$ cat src/rtl/types.sv
// rtl/types.sv - shared ALU op, register and encoding types for the instruction front end
package types;

    typedef enum logic [3:0] {
        ADD  = 4'd0,
        SLT  = 4'd1,
        SLTU = 4'd2,
        XOR  = 4'd3,
        OR   = 4'd4,
        AND  = 4'd5,
        SHL  = 4'd6,
        SHR  = 4'd7,
        SRA  = 4'd8
    } AluOp;

    typedef logic [4:0]  RegAddress;
    typedef logic [31:0] Reg;

    typedef enum logic [1:0] {
        S_IDLE  = 2'd0,
        S_FETCH = 2'd1,
        S_ISSUE = 2'd2,
        S_HALT  = 2'd3
    } issue_state_t;

    localparam logic [6:0]  OPC_OP_IMM  = 7'b0010011;
    localparam logic [31:0] INSN_ECALL  = 32'h0000_0073;
    localparam logic [31:0] INSN_EBREAK = 32'h0010_0073;

endpackage

$ cat src/rtl/instr_decode.sv
// rtl/instr_decode.sv - combinational RV32I OP-IMM decoder with halt detection
module instr_decode
    import types::*;
(
    input  logic [31:0] word,
    output logic        legal,
    output logic        is_halt,
    output AluOp        op,
    output RegAddress   dst,
    output RegAddress   src1,
    output Reg          val2
);

    logic [2:0] funct3;
    logic [6:0] funct7;
    Reg         imm_sext;
    Reg         shamt;

    assign funct3   = word[14:12];
    assign funct7   = word[31:25];
    assign imm_sext = {{20{word[31]}}, word[31:20]};
    assign shamt    = {27'd0, word[24:20]};

    always_comb begin
        legal   = 1'b0;
        is_halt = 1'b0;
        op      = ADD;
        dst     = word[11:7];
        src1    = word[19:15];
        val2    = imm_sext;
        if (word == INSN_ECALL || word == INSN_EBREAK) begin
            is_halt = 1'b1;
        end else if (word[6:0] == OPC_OP_IMM) begin
            case (funct3)
                3'b000: begin legal = 1'b1; op = ADD;  end
                3'b010: begin legal = 1'b1; op = SLT;  end
                3'b011: begin legal = 1'b1; op = SLTU; end
                3'b100: begin legal = 1'b1; op = XOR;  end
                3'b110: begin legal = 1'b1; op = OR;   end
                3'b111: begin legal = 1'b1; op = AND;  end
                3'b001: begin
                    if (funct7 == 7'b0000000) begin
                        legal = 1'b1;
                        op    = SHL;
                        val2  = shamt;
                    end
                end
                3'b101: begin
                    // funct7 selects logical vs arithmetic; anything else is reserved
                    if (funct7 == 7'b0000000) begin
                        legal = 1'b1;
                        op    = SHR;
                        val2  = shamt;
                    end else if (funct7 == 7'b0100000) begin
                        legal = 1'b1;
                        op    = SRA;
                        val2  = shamt;
                    end
                end
                default: begin
                    legal = 1'b0;
                end
            endcase
        end
    end

endmodule

$ cat src/rtl/instr_issue.sv
// rtl/instr_issue.sv - fetch/decode/issue front end; INSTR_ISSUE_PREFETCH_EN adds a one-word prefetch buffer
module instr_issue
    import types::*;
#(
    parameter logic [31:0] RESET_PC = 32'h0000_0000
) (
    input  logic        clk,
    input  logic        rst,
    input  logic        start,
    output logic        imem_req,
    output logic [31:0] imem_addr,
    input  logic        imem_ack,
    input  logic [31:0] imem_rdata,
    output logic        issue_valid,
    input  logic        issue_ready,
    output AluOp        op,
    output RegAddress   dst,
    output RegAddress   src1,
    output Reg          val2,
    output logic [31:0] pc,
    output logic        halted,
    output logic        illegal
);

    issue_state_t state, state_nxt;
    logic [31:0]  pc_q, pc_nxt;
    logic         halted_q, halted_nxt;
    logic         illegal_q, illegal_nxt;
    logic         load_dec;
    AluOp         op_q;
    RegAddress    dst_q, src1_q;
    Reg           val2_q;

    logic [31:0]  dec_word;
    logic         dec_legal, dec_is_halt;
    AluOp         dec_op;
    RegAddress    dec_dst, dec_src1;
    Reg           dec_val2;

`ifdef INSTR_ISSUE_PREFETCH_EN
    logic         buf_full, buf_full_nxt;
    logic [31:0]  buf_word, buf_word_nxt;
`endif

    // One decoder serves both the fetch path and the prefetch buffer path
    instr_decode u_decode (
        .word    (dec_word),
        .legal   (dec_legal),
        .is_halt (dec_is_halt),
        .op      (dec_op),
        .dst     (dec_dst),
        .src1    (dec_src1),
        .val2    (dec_val2)
    );

    assign pc      = pc_q;
    assign halted  = halted_q;
    assign illegal = illegal_q;
    assign op      = op_q;
    assign dst     = dst_q;
    assign src1    = src1_q;
    assign val2    = val2_q;

    always_ff @(posedge clk or posedge rst) begin
        if (rst) begin
            state     <= S_IDLE;
            pc_q      <= RESET_PC;
            halted_q  <= 1'b0;
            illegal_q <= 1'b0;
            op_q      <= ADD;
            dst_q     <= '0;
            src1_q    <= '0;
            val2_q    <= '0;
`ifdef INSTR_ISSUE_PREFETCH_EN
            buf_full  <= 1'b0;
            buf_word  <= '0;
`endif
        end else begin
            state     <= state_nxt;
            pc_q      <= pc_nxt;
            halted_q  <= halted_nxt;
            illegal_q <= illegal_nxt;
            if (load_dec) begin
                op_q   <= dec_op;
                dst_q  <= dec_dst;
                src1_q <= dec_src1;
                val2_q <= dec_val2;
            end
`ifdef INSTR_ISSUE_PREFETCH_EN
            buf_full  <= buf_full_nxt;
            buf_word  <= buf_word_nxt;
`endif
        end
    end

    always_comb begin
        state_nxt   = state;
        pc_nxt      = pc_q;
        halted_nxt  = halted_q;
        illegal_nxt = illegal_q;
        load_dec    = 1'b0;
        imem_req    = 1'b0;
        imem_addr   = pc_q;
        issue_valid = 1'b0;
        dec_word    = imem_rdata;
`ifdef INSTR_ISSUE_PREFETCH_EN
        buf_full_nxt = buf_full;
        buf_word_nxt = buf_word;
`endif
        case (state)
            S_IDLE: begin
                if (start) begin
                    pc_nxt    = RESET_PC;
                    state_nxt = S_FETCH;
                end
            end
            S_FETCH: begin
                imem_req = 1'b1;
                if (imem_ack) begin
                    if (dec_legal) begin
                        load_dec  = 1'b1;
                        state_nxt = S_ISSUE;
                    end else if (dec_is_halt) begin
                        halted_nxt = 1'b1;
                        state_nxt  = S_HALT;
                    end else begin
                        illegal_nxt = 1'b1;
                        state_nxt   = S_HALT;
                    end
                end
            end
            S_ISSUE: begin
                issue_valid = 1'b1;
`ifdef INSTR_ISSUE_PREFETCH_EN
                imem_req  = !buf_full;
                imem_addr = pc_q + 32'd4;
                if (buf_full) begin
                    dec_word = buf_word;
                end
                if (issue_ready) begin
                    pc_nxt       = pc_q + 32'd4;
                    buf_full_nxt = 1'b0;
                    if (buf_full || imem_ack) begin
                        if (dec_legal) begin
                            load_dec = 1'b1;
                        end else if (dec_is_halt) begin
                            halted_nxt = 1'b1;
                            state_nxt  = S_HALT;
                        end else begin
                            illegal_nxt = 1'b1;
                            state_nxt   = S_HALT;
                        end
                    end else begin
                        // Prefetch still in flight: FETCH keeps the same request alive
                        state_nxt = S_FETCH;
                    end
                end else if (imem_ack && !buf_full) begin
                    buf_full_nxt = 1'b1;
                    buf_word_nxt = imem_rdata;
                end
`else
                if (issue_ready) begin
                    pc_nxt    = pc_q + 32'd4;
                    state_nxt = S_FETCH;
                end
`endif
            end
            S_HALT: begin
                if (start) begin
                    halted_nxt  = 1'b0;
                    illegal_nxt = 1'b0;
                    pc_nxt      = RESET_PC;
                    state_nxt   = S_FETCH;
                end
            end
            default: begin
                state_nxt = S_IDLE;
            end
        endcase
    end

endmodule

$ cat config.mk
export PLATFORM = sky130hd
export DESIGN_NAME = instr_issue
export DESIGN_NICKNAME = d
export VERILOG_FILES = /design/src/rtl/types.sv /design/src/rtl/instr_decode.sv /design/src/rtl/instr_issue.sv
export SDC_FILE = /design/constraint.sdc
export NUM_CORES = 1
export LEC_CHECK = 0
export CORE_ASPECT_RATIO = 1.25
export CORE_MARGIN = 10
export CORE_UTILIZATION = 42
export DETAILED_ROUTE_END_ITERATION = 8
export GPL_TIMING_DRIVEN = 0
export PLACE_DENSITY = 0.81
export SLEW_MARGIN = 20
export SYNTH_ARGS = -nofsm -noshare
export SYNTH_HDL_FRONTEND = slang
export SYNTH_SLANG_ARGS = --single-unit
$ cat constraint.sdc
create_clock -name clk -period 2.8 [get_ports clk]
set_input_delay 0.42 -clock clk [delete_from_list [all_inputs] [get_ports clk]]
set_output_delay 0.42 -clock clk [all_outputs]
set_load 0.02 [all_outputs]
== After elaboration in Yosys (flattened, before gate mapping) ==
Index checks and enable logic that the tools add are counted.
W data, S select, Z words.

* Bits of input ports: 37
* Register bits after elaboration: 82
* Word-level logic and storage cells: 83
* Output and inout bits: 114

* Add/subtract/negate cells: 1
* Eq/ne operators: 21
* Reduce and logical (&&, ||, !) cells: 12
* Muxes and demuxes: 41

{| class="wikitable"
|+ Operators with widths
! operator !! number
|-
| $mux W32 || 7
|-
| $pmux W32 S2 || 2
|-
| $add A32 B3 Y32 const B || 1
|-
| $eq A32 B21 Y1 const B || 1
|-
| $eq A32 B7 Y1 const B || 1
|-
| $pmux W4 S8 || 1
|-
| $mux W1 || 19
|-
| $mux W4 || 4
|-
| $eq A3 B3 Y1 const B || 4
|-
| $ne A2 B2 Y1 const B || 6
|-
| $reduce_and A5 Y1 || 2
|-
| $eq A7 B5 Y1 const B || 1
|-
| $eq A7 B6 Y1 const B || 1
|-
| $logic_not A7 Y1 || 1
|-
| $eq A3 B2 Y1 const B || 2
|-
| $mux W2 || 3
|-
| $pmux W2 S3 || 1
|-
| $reduce_and A3 Y1 || 2
|-
| $reduce_or A6 Y1 || 1
|-
| $eq A2 B2 Y1 const B || 2
|-
| $pmux W1 S2 || 2
|-
| $reduce_bool A2 Y1 || 2
|-
| $eq A3 B1 Y1 const B || 1
|-
| $logic_not A3 Y1 || 1
|-
| 7 further kinds || 7
|}

== Logic depth before layout (Yosys ltp) ==
Gate-level depths: netlist (run 1).

* Word-level depth: 9
* Mapped depth: 8
* Mapped depth without buffers: 7

== Modules after synthesis ==
From an unflattened synthesis (run 1), not the netlist that was laid out.

* Cells, all modules: 404
* Area total of the unflattened synthesis: 4,309.1 um2

{| class="wikitable"
|+ By module, submodules not included
! module !! sequential area each (um2) !! area an instance (um2) !! cells each !! instances
|-
| instr_issue || 2,001.9 || 3,791.1 || 328 || 1
|-
| instr_decode || 0.0 || 518.0 || 76 || 1
|}

== Least setup slack after synthesis (run 1) ==
OpenSTA, ideal clock, no wires.

* Path kind: flip-flop to flip-flop
* Start: register state[0]
* End: register pc_q[31] (netlist: imem_addr[31])
* Path slack: 653 ps
* Cell stages (with the launch flop): 8
* Buffers on the path: 0
* Data required time: 2,722 ps
* Data arrival time: 2,069 ps
* Path through: dfrtp_1 -> inv_1 -> ha_1 -> nor2_1 -> nor4b_4 -> nand3_2 -> or4_1 -> a21oi_1

* Word-level cells in the longest chain between the ends: 4

{| class="wikitable"
|+ RTL lines
! what !! RTL line !! RTL
|-
| start: declaration || instr_issue.sv:25 || <nowiki>issue_state_t state, state_nxt;</nowiki>
|-
| start signal: assignment || instr_issue.sv:79 || <nowiki>state <= state_nxt;</nowiki>
|-
| $eq A2 B2 Y1 / $logic_not A2 Y1 (equally long branches) || instr_issue.sv:110 || <nowiki>case (state)</nowiki>
|-
| $reduce_or A2 Y1 (no source line) || n/a ||
|-
| $ne A2 B1 Y1 (no source line) / $reduce_bool A2 Y1 (equally long branches) || n/a ||
|-
| $reduce_and A3 Y1 (no source line) || n/a ||
|-
| end signal: assignment || instr_issue.sv:80 || <nowiki>pc_q <= pc_nxt;</nowiki>
|-
| end: declaration || instr_issue.sv:26 || <nowiki>logic [31:0] pc_q, pc_nxt;</nowiki>
|}

Parallel ways exist; a longest one is shown, timed or not.
A chain may end at the register's enable or synchronous reset.

== Worst setup path in the final report (run 1) ==
* Start: register state[0]
* End: register pc_q[29] (netlist: imem_addr[29])

Same word-level chain as after synthesis.

==> results.toml, run 1 <==
[clock_network]
clk_latency_ns = 0.33
clockBufferDepth = 2
h-tree-depth = 3
tritoncts = "built"
clk_pin_slew_worst_paths_ns = 0.06
cts_resized = 0
cts-buffers-inserted = 9
hold_buffers = 0
clockRootBuffer = "clkbuf_8"
postCtsSetupRepairBufs = 0
clkSinkCount = 60

[detailed_routing]
vias = 2981
ant_nets = 0
drc_errors = 0
drt_first_iter_violations = 109
drt_wl_total_um = 10100
dr.pass1.iters = 4
via_per_inst = 5.01
wl_per_cell_um = 17.0

[cells_and_area]
postLayoutCoreUtil_pct = 66.3
drive_gt1_share_pct = 20.6
area_growth_pct = 53.1
layout.nets = 537
num_antenna_cells = 0
final_common_cell = "clkdlybuf4s50_1"
layout_common_cells = "146 x clkdlybuf4s50_1, 60 x dfrtp_1, 54 x buf_4"
fill_cells = 616

[setup_path]
r2r_start = "state[0]$_DFFE_PP0P_"
cp-start-kind = "register"
end_kind = "register"
criticalPathCategory = "register to register"
r2r-end = "imem_addr[29]$_DFFE_PP0P_"
cp.arrival_ns = 2.74
reg2reg_depth = 8
worstPathRequired_ns = 2.99
critPathMaxFanout = 10
rrSetupSlack_ns = 0.25

[timing]
period_minus_slack_ns = 2.55
slew_violations = 0
setup_viol = 0
fin_crit_sh_pct = 91.0
slew_headroom_pct = 43.2
finClkSkew_ns = 0.00411
rsz0062_at_grt = "no"
timing.fmax_mhz = 392
finalHoldViolCount = 0
worst_pin_slew_ns = 0.846
layout_setup_ws_ns = 0.252

[place]
detailed_place_hpwl_um = 8160
place_ws_ns = 0.136
port-buffer-count = 146
place_congestion = 0.802

[power]
intPower_uw = 1570
sequentialPowerShare_pct = 41.4
leakage_uw = 0.00230
irDropWorstVdd_mv = 0.433
power_switching_uw = 722
clock_power_share_pct = 29.5
netSwitchingFraction_pct = 31.4
combPwrFrac_pct = 29.1
cellPowerDensity_nw_per_um2 = 444

[grt]
grt_pass1_wl_um = 16000
grtUsageTotal_pct = 16.4
grt_max_degree = 55
overflow = 0
antenna_found_initial = 0
grt_pass1_vias = 3248

[yosys]
synth-edff-count = 0
yosys_warnings = 0
synthArstFlopShare_pct = 100
synthesis.area_um2 = 3370
synth_cells = 335
ys_ff_latch = 60
ys_seq_area_share_pct = 44.5
synthDistinctLibCells = 43
synth.avg_cell_area_um2 = 10.1
dominantRegCellSynth = "dfrtp_1"

[floorplanning]
die_area_um2 = 12000
initial_core_util_pct = 43.3
io_pins = 151
core_area_um2 = 7790
fp.dieH_um = 120
rows = 36
die_w_um = 100

[min_path]
hold_class = "input port to asynchronous set/reset pin"

[run]
cap_viol_max_count = 0

[outcome]
status = "completed"
[worst max path at each step]
| stage | from | to | slack, ns | cells after the start |
|---|---|---|---|---|
| 2_1_floorplan | state[0]$_DFFE_PP0P_ | imem_addr[31]$_DFFE_PP0P_ | 0.65 | 7 |
| 3_3_place_gp | rst | illegal$_DFFE_PP0P_ | -0.22 | 2 |
| 3_5_place_dp | start | imem_addr[14]$_DFFE_PP0P_ | 0.14 | 7 |
| 4_1_cts | state[0]$_DFFE_PP0P_ | imem_addr[13]$_DFFE_PP0P_ | 0.19 | 8 |
| 5_1_grt | state[0]$_DFFE_PP0P_ | imem_addr[29]$_DFFE_PP0P_ | 0.06 | 8 |
| 6_report | state[0]$_DFFE_PP0P_ | imem_addr[29]$_DFFE_PP0P_ | 0.25 | 8 |
[stage by stage]
step           std cells  setup TNS [ns]  power (uW)  instance area (um^2)  hold slack [ns]
2_1_floorplan        338               0        1340                  3380            0.540
3_3_place_gp         579          -13.34        1600                  4960            0.459
3_5_place_dp         580               0        1630                  4990            0.469
4_1_cts              595               0        2320                  5160            0.332
5_1_grt              595               0        2410                  5160            0.324
6_report             595               0        2290                  5160            0.338
[final cells by class]
cell class              instances  area (um^2)  share of cell area [%]
plain buffers                  61          435                    8.43
clock buffers                  13          159                    3.08
clock inverters                 2         10.0                   0.194
inverters                       9         36.3                   0.703
multi-input cells             208         1410                    27.4
flip-flops and latches         60         1500                    29.1
well taps                      95          119                    2.30
repair buffers                147         1490                    28.8
[power groups by stage]
stage          clock, uW  combinational [uW]  sequential [uW]
3_5_place_dp           0                 667              964
2_1_floorplan          0                 329             1010
4_1_cts              699                 673              950
3_3_place_gp           0                 645              960
6_report             677                 668              949
5_1_grt              733                 722              956
[kinds of logic (layout without fill, tap and decap cells)]
group / count (synthesis) / in the layout / share of synthesized area [%]
buffers and inverters: 70 / 232 / 13.9
multiplexers: 27 / 27 / 8.87
AO/OA/AOI/OAI: 45 / 45 / 7.83
flip-flops: 60 / 60 / 44.5
AND/OR/NAND/NOR: 112 / 112 / 19.1
other: 1 / 4 / 0.111
XOR/XNOR: 16 / 16 / 4.16
adder cells (fa/ha/maj): 4 / 4 / 1.48
[synthesized netlist by cell type, types with 2 or more instances]
library cell / n / area (um^2)
a21oi_1: 14 / 70.1
and2_1: 4 / 25.0
and3_1: 5 / 31.3
and4_1: 4 / 35.0
buf_2: 2 / 10.0
buf_4: 54 / 405
clkbuf_1: 5 / 18.8
dfrtp_1: 60 / 1500
ha_1: 4 / 50.1
inv_1: 9 / 33.8
mux2_2: 23 / 259
mux2i_1: 4 / 40.0
nand2_1: 19 / 71.3
nand3_1: 12 / 60.1
nand3_2: 2 / 20.0
nand4_1: 11 / 68.8
nor2_1: 25 / 93.8
nor2b_1: 4 / 25.0
nor3_1: 2 / 10.0
nor4_1: 4 / 25.0
o211a_1: 2 / 20.0
o211ai_1: 2 / 15.0
o21ai_0: 18 / 90.1
o31ai_1: 4 / 30.0
or3_1: 9 / 56.3
or4_1: 2 / 15.0
xnor2_1: 5 / 43.8
xor2_1: 11 / 96.3
[worst max-delay path, cell delays in order, from the launching register on]
cell,delay (ns)
dfrtp_1,0.38
inv_1,0.08
ha_1,0.39
and2b_4,0.23
nor2_1,0.35
and2_1,0.19
clkbuf_1,0.29
clkbuf_1,0.39
nor2_1,0.11
[registers in the layout, indices dropped and copies added (netlist names)]
register / count
dst: 5
val2: 12
state: 2
src1: 5
halted: 1
op: 4
imem_addr: 30
illegal: 1
[routing by layer]
metal,vias to the layer above,routed length (um),track usage [%],part of all wire [%]
met3,12,1390,10.4,14
met5,-,0,0,0
met4,0,154,6.02,1.5
met1,1412,3380,14.5,34
li1,1442,-,-,-
met2,115,5170,29.0,51
No activity file was read; power rests on OpenSTA's default activity.
==> inputs of run 2 (changes only) <==
--- a/config.mk
+++ b/config.mk
@@ -11,3 +11,2 @@
 export DETAILED_ROUTE_END_ITERATION = 8
-export GPL_TIMING_DRIVEN = 0
 export PLACE_DENSITY = 0.81
--- a/constraint.sdc
+++ b/constraint.sdc
@@ -3,2 +3,2 @@
 set_output_delay 0.42 -clock clk [all_outputs]
-set_load 0.02 [all_outputs]
+set_load 0.05 [all_outputs]
==> results.toml, run 2 (synthesis results as in run 1) <==
[outcome]
status = "completed"

[cells_and_area]
layout_common_cells = "146 x clkdlybuf4s50_1, 60 x dfrtp_1, 25 x nor2_1"
drive_gt1_share_pct = 12.3
layout.nets = 483
final_cell_area_um2 = 4790
fill_cells = 632
largest_reg_flops = 30
final_common_cell = "clkdlybuf4s50_1"
area_growth_pct = 42.1
postLayoutCoreUtil_pct = 61.5
num_antenna_cells = 0

[detailed_routing]
wl_per_cell_um = 17.6
via_per_inst = 5.21
vias = 2817
drt_wl_total_um = 9520
drt_first_iter_violations = 48
ant_nets = 0
dr.pass1.iters = 4
drc_errors = 0

[power]
power_switching_uw = 890
intPower_uw = 1610
irDropWorstVdd_mv = 0.500
leakage_uw = 0.00203
clock_power_share_pct = 30.4
sequentialPowerShare_pct = 37.9
netSwitchingFraction_pct = 35.6
combPwrFrac_pct = 31.6
cellPowerDensity_nw_per_um2 = 521

[grt]
grt_pass1_vias = 3085
grt_max_degree = 27
antenna_found_initial = 0
grtUsageTotal_pct = 15.7
overflow = 0
grt_pass1_wl_um = 15300

[setup_path]
cp-start-kind = "register"
max_stage_delay_ns = 0.50
worstPathRequired_ns = 3.06
path_cells = "inv_1 > ha_1 > and2b_4 > nor4b_4 > nand3_2 > or4_1 > a21oi_1"
critical_path.top_delay_family = "simple AND/OR/NAND/NOR gates"
cp.arrival_ns = 2.78
slowest_stage = "nor4b_4"
criticalPathCategory = "register to register"
critPathMaxFanout = 9
path_buf_inv = 1
end_kind = "register"

[clock_network]
clockBufferDepth = 2
h-tree-depth = 3
cts_resized = 0
clockRootBuffer = "clkbuf_8"
hold_buffers = 0
postCtsSetupRepairBufs = 0
clkSinkCount = 60
clk_latency_ns = 0.34
cts-buffers-inserted = 9
tritoncts = "built"
clk_pin_slew_worst_paths_ns = 0.07

[timing]
period_minus_slack_ns = 2.52
finalHoldViolCount = 0
worst_pin_slew_ns = 0.580
timing.fmax_mhz = 397
setup_tns_ns = 0
setup_viol = 0
slew_violations = 0
slew_headroom_pct = 61.3
fin_crit_sh_pct = 90.0
finClkSkew_ns = 0.00523
rsz0062_at_grt = "no"

[floorplanning]
die_area_um2 = 12000
die_w_um = 100
initial_core_util_pct = 43.3
core_area_um2 = 7790
fp.dieH_um = 120
io_pins = 151
rows = 36

[min_path]
hold_class = "input port to asynchronous set/reset pin"

[run]
cap_viol_max_count = 0

[place]
placed_cell_area_um2 = 4600
detailed_place_hpwl_um = 7720
port-buffer-count = 146
place_congestion = 0.802
==> run 2: final cells by class <==
class / instances / area, um^2 / area share, %
Timing Repair Buffer: 154 / 1530 / 32.0
Sequential cell: 60 / 1500 / 31.3
Multi-Input combinational cell: 208 / 1410 / 29.5
Clock buffer: 10 / 138 / 2.87
Clock inverter: 5 / 52.6 / 1.10
Inverter: 9 / 33.8 / 0.705
Tap cell: 95 / 119 / 2.48
==> run 2: stage by stage <==
| stage | setup slack (ns) | hold WS, ns | cells | power, uW |
|---|---|---|---|---|
| floorplan | 0.392 | 0.540 | 338 | 1500 |
| global placement | 0.284 | 0.460 | 526 | 1740 |
| detailed placement | 0.269 | 0.467 | 526 | 1760 |
| CTS | 0.272 | 0.468 | 541 | 2520 |
| global route | 0.0933 | 0.489 | 541 | 2600 |
| finish | 0.280 | 0.465 | 541 | 2500 |
==> run 2: worst register-to-register path: stages, from the launching register on <==
cell and delay, ns:
dfrtp_1 0.40, inv_1 0.08, ha_1 0.40, and2b_4 0.23, nor4b_4 0.50, nand3_2 0.21
or4_1 0.50, a21oi_1 0.15
==> run 2: per-layer routing <==
layer  global-route usage [%]  vias to the layer above  wire (um)
li1                         -                     1323          -
met1                     14.6                     1355       3230
met2                     26.1                      124       4710
met3                     10.1                       15       1390
met4                     7.35                        0        190
met5                        0                        -          0
==> run 2: power groups by stage <==
stage               Combinational (uW)  Sequential (uW)  Clock, uW
finish                             790              948        760
global route                       841              954        810
CTS                                794              949        774
detailed placement                 792              963          0
global placement                   778              959          0
floorplan                          405             1100          0
==> run 2: path summary, 6_finish.rpt <==
kind | depth (start not counted) | slack (ns) | startpoint | to
max | 7 | 0.28 | state[0]$_DFFE_PP0P_ | imem_addr[31]$_DFFE_PP0P_
min | 2 | 0.46 | rst | val2[7]$_DFFE_PP0P_
max reg2reg | 7 | 0.28 | state[0]$_DFFE_PP0P_ | imem_addr[31]$_DFFE_PP0P_
min reg2reg | 2 | 0.48 | op[3]$_DFFE_PP0P_ | op[3]$_DFFE_PP0P_
max in group asynchronous | 3 | 1.76 | rst | state[1]$_DFFE_PP0P_
min in group clk | 2 | 0.48 | op[3]$_DFFE_PP0P_ | op[3]$_DFFE_PP0P_
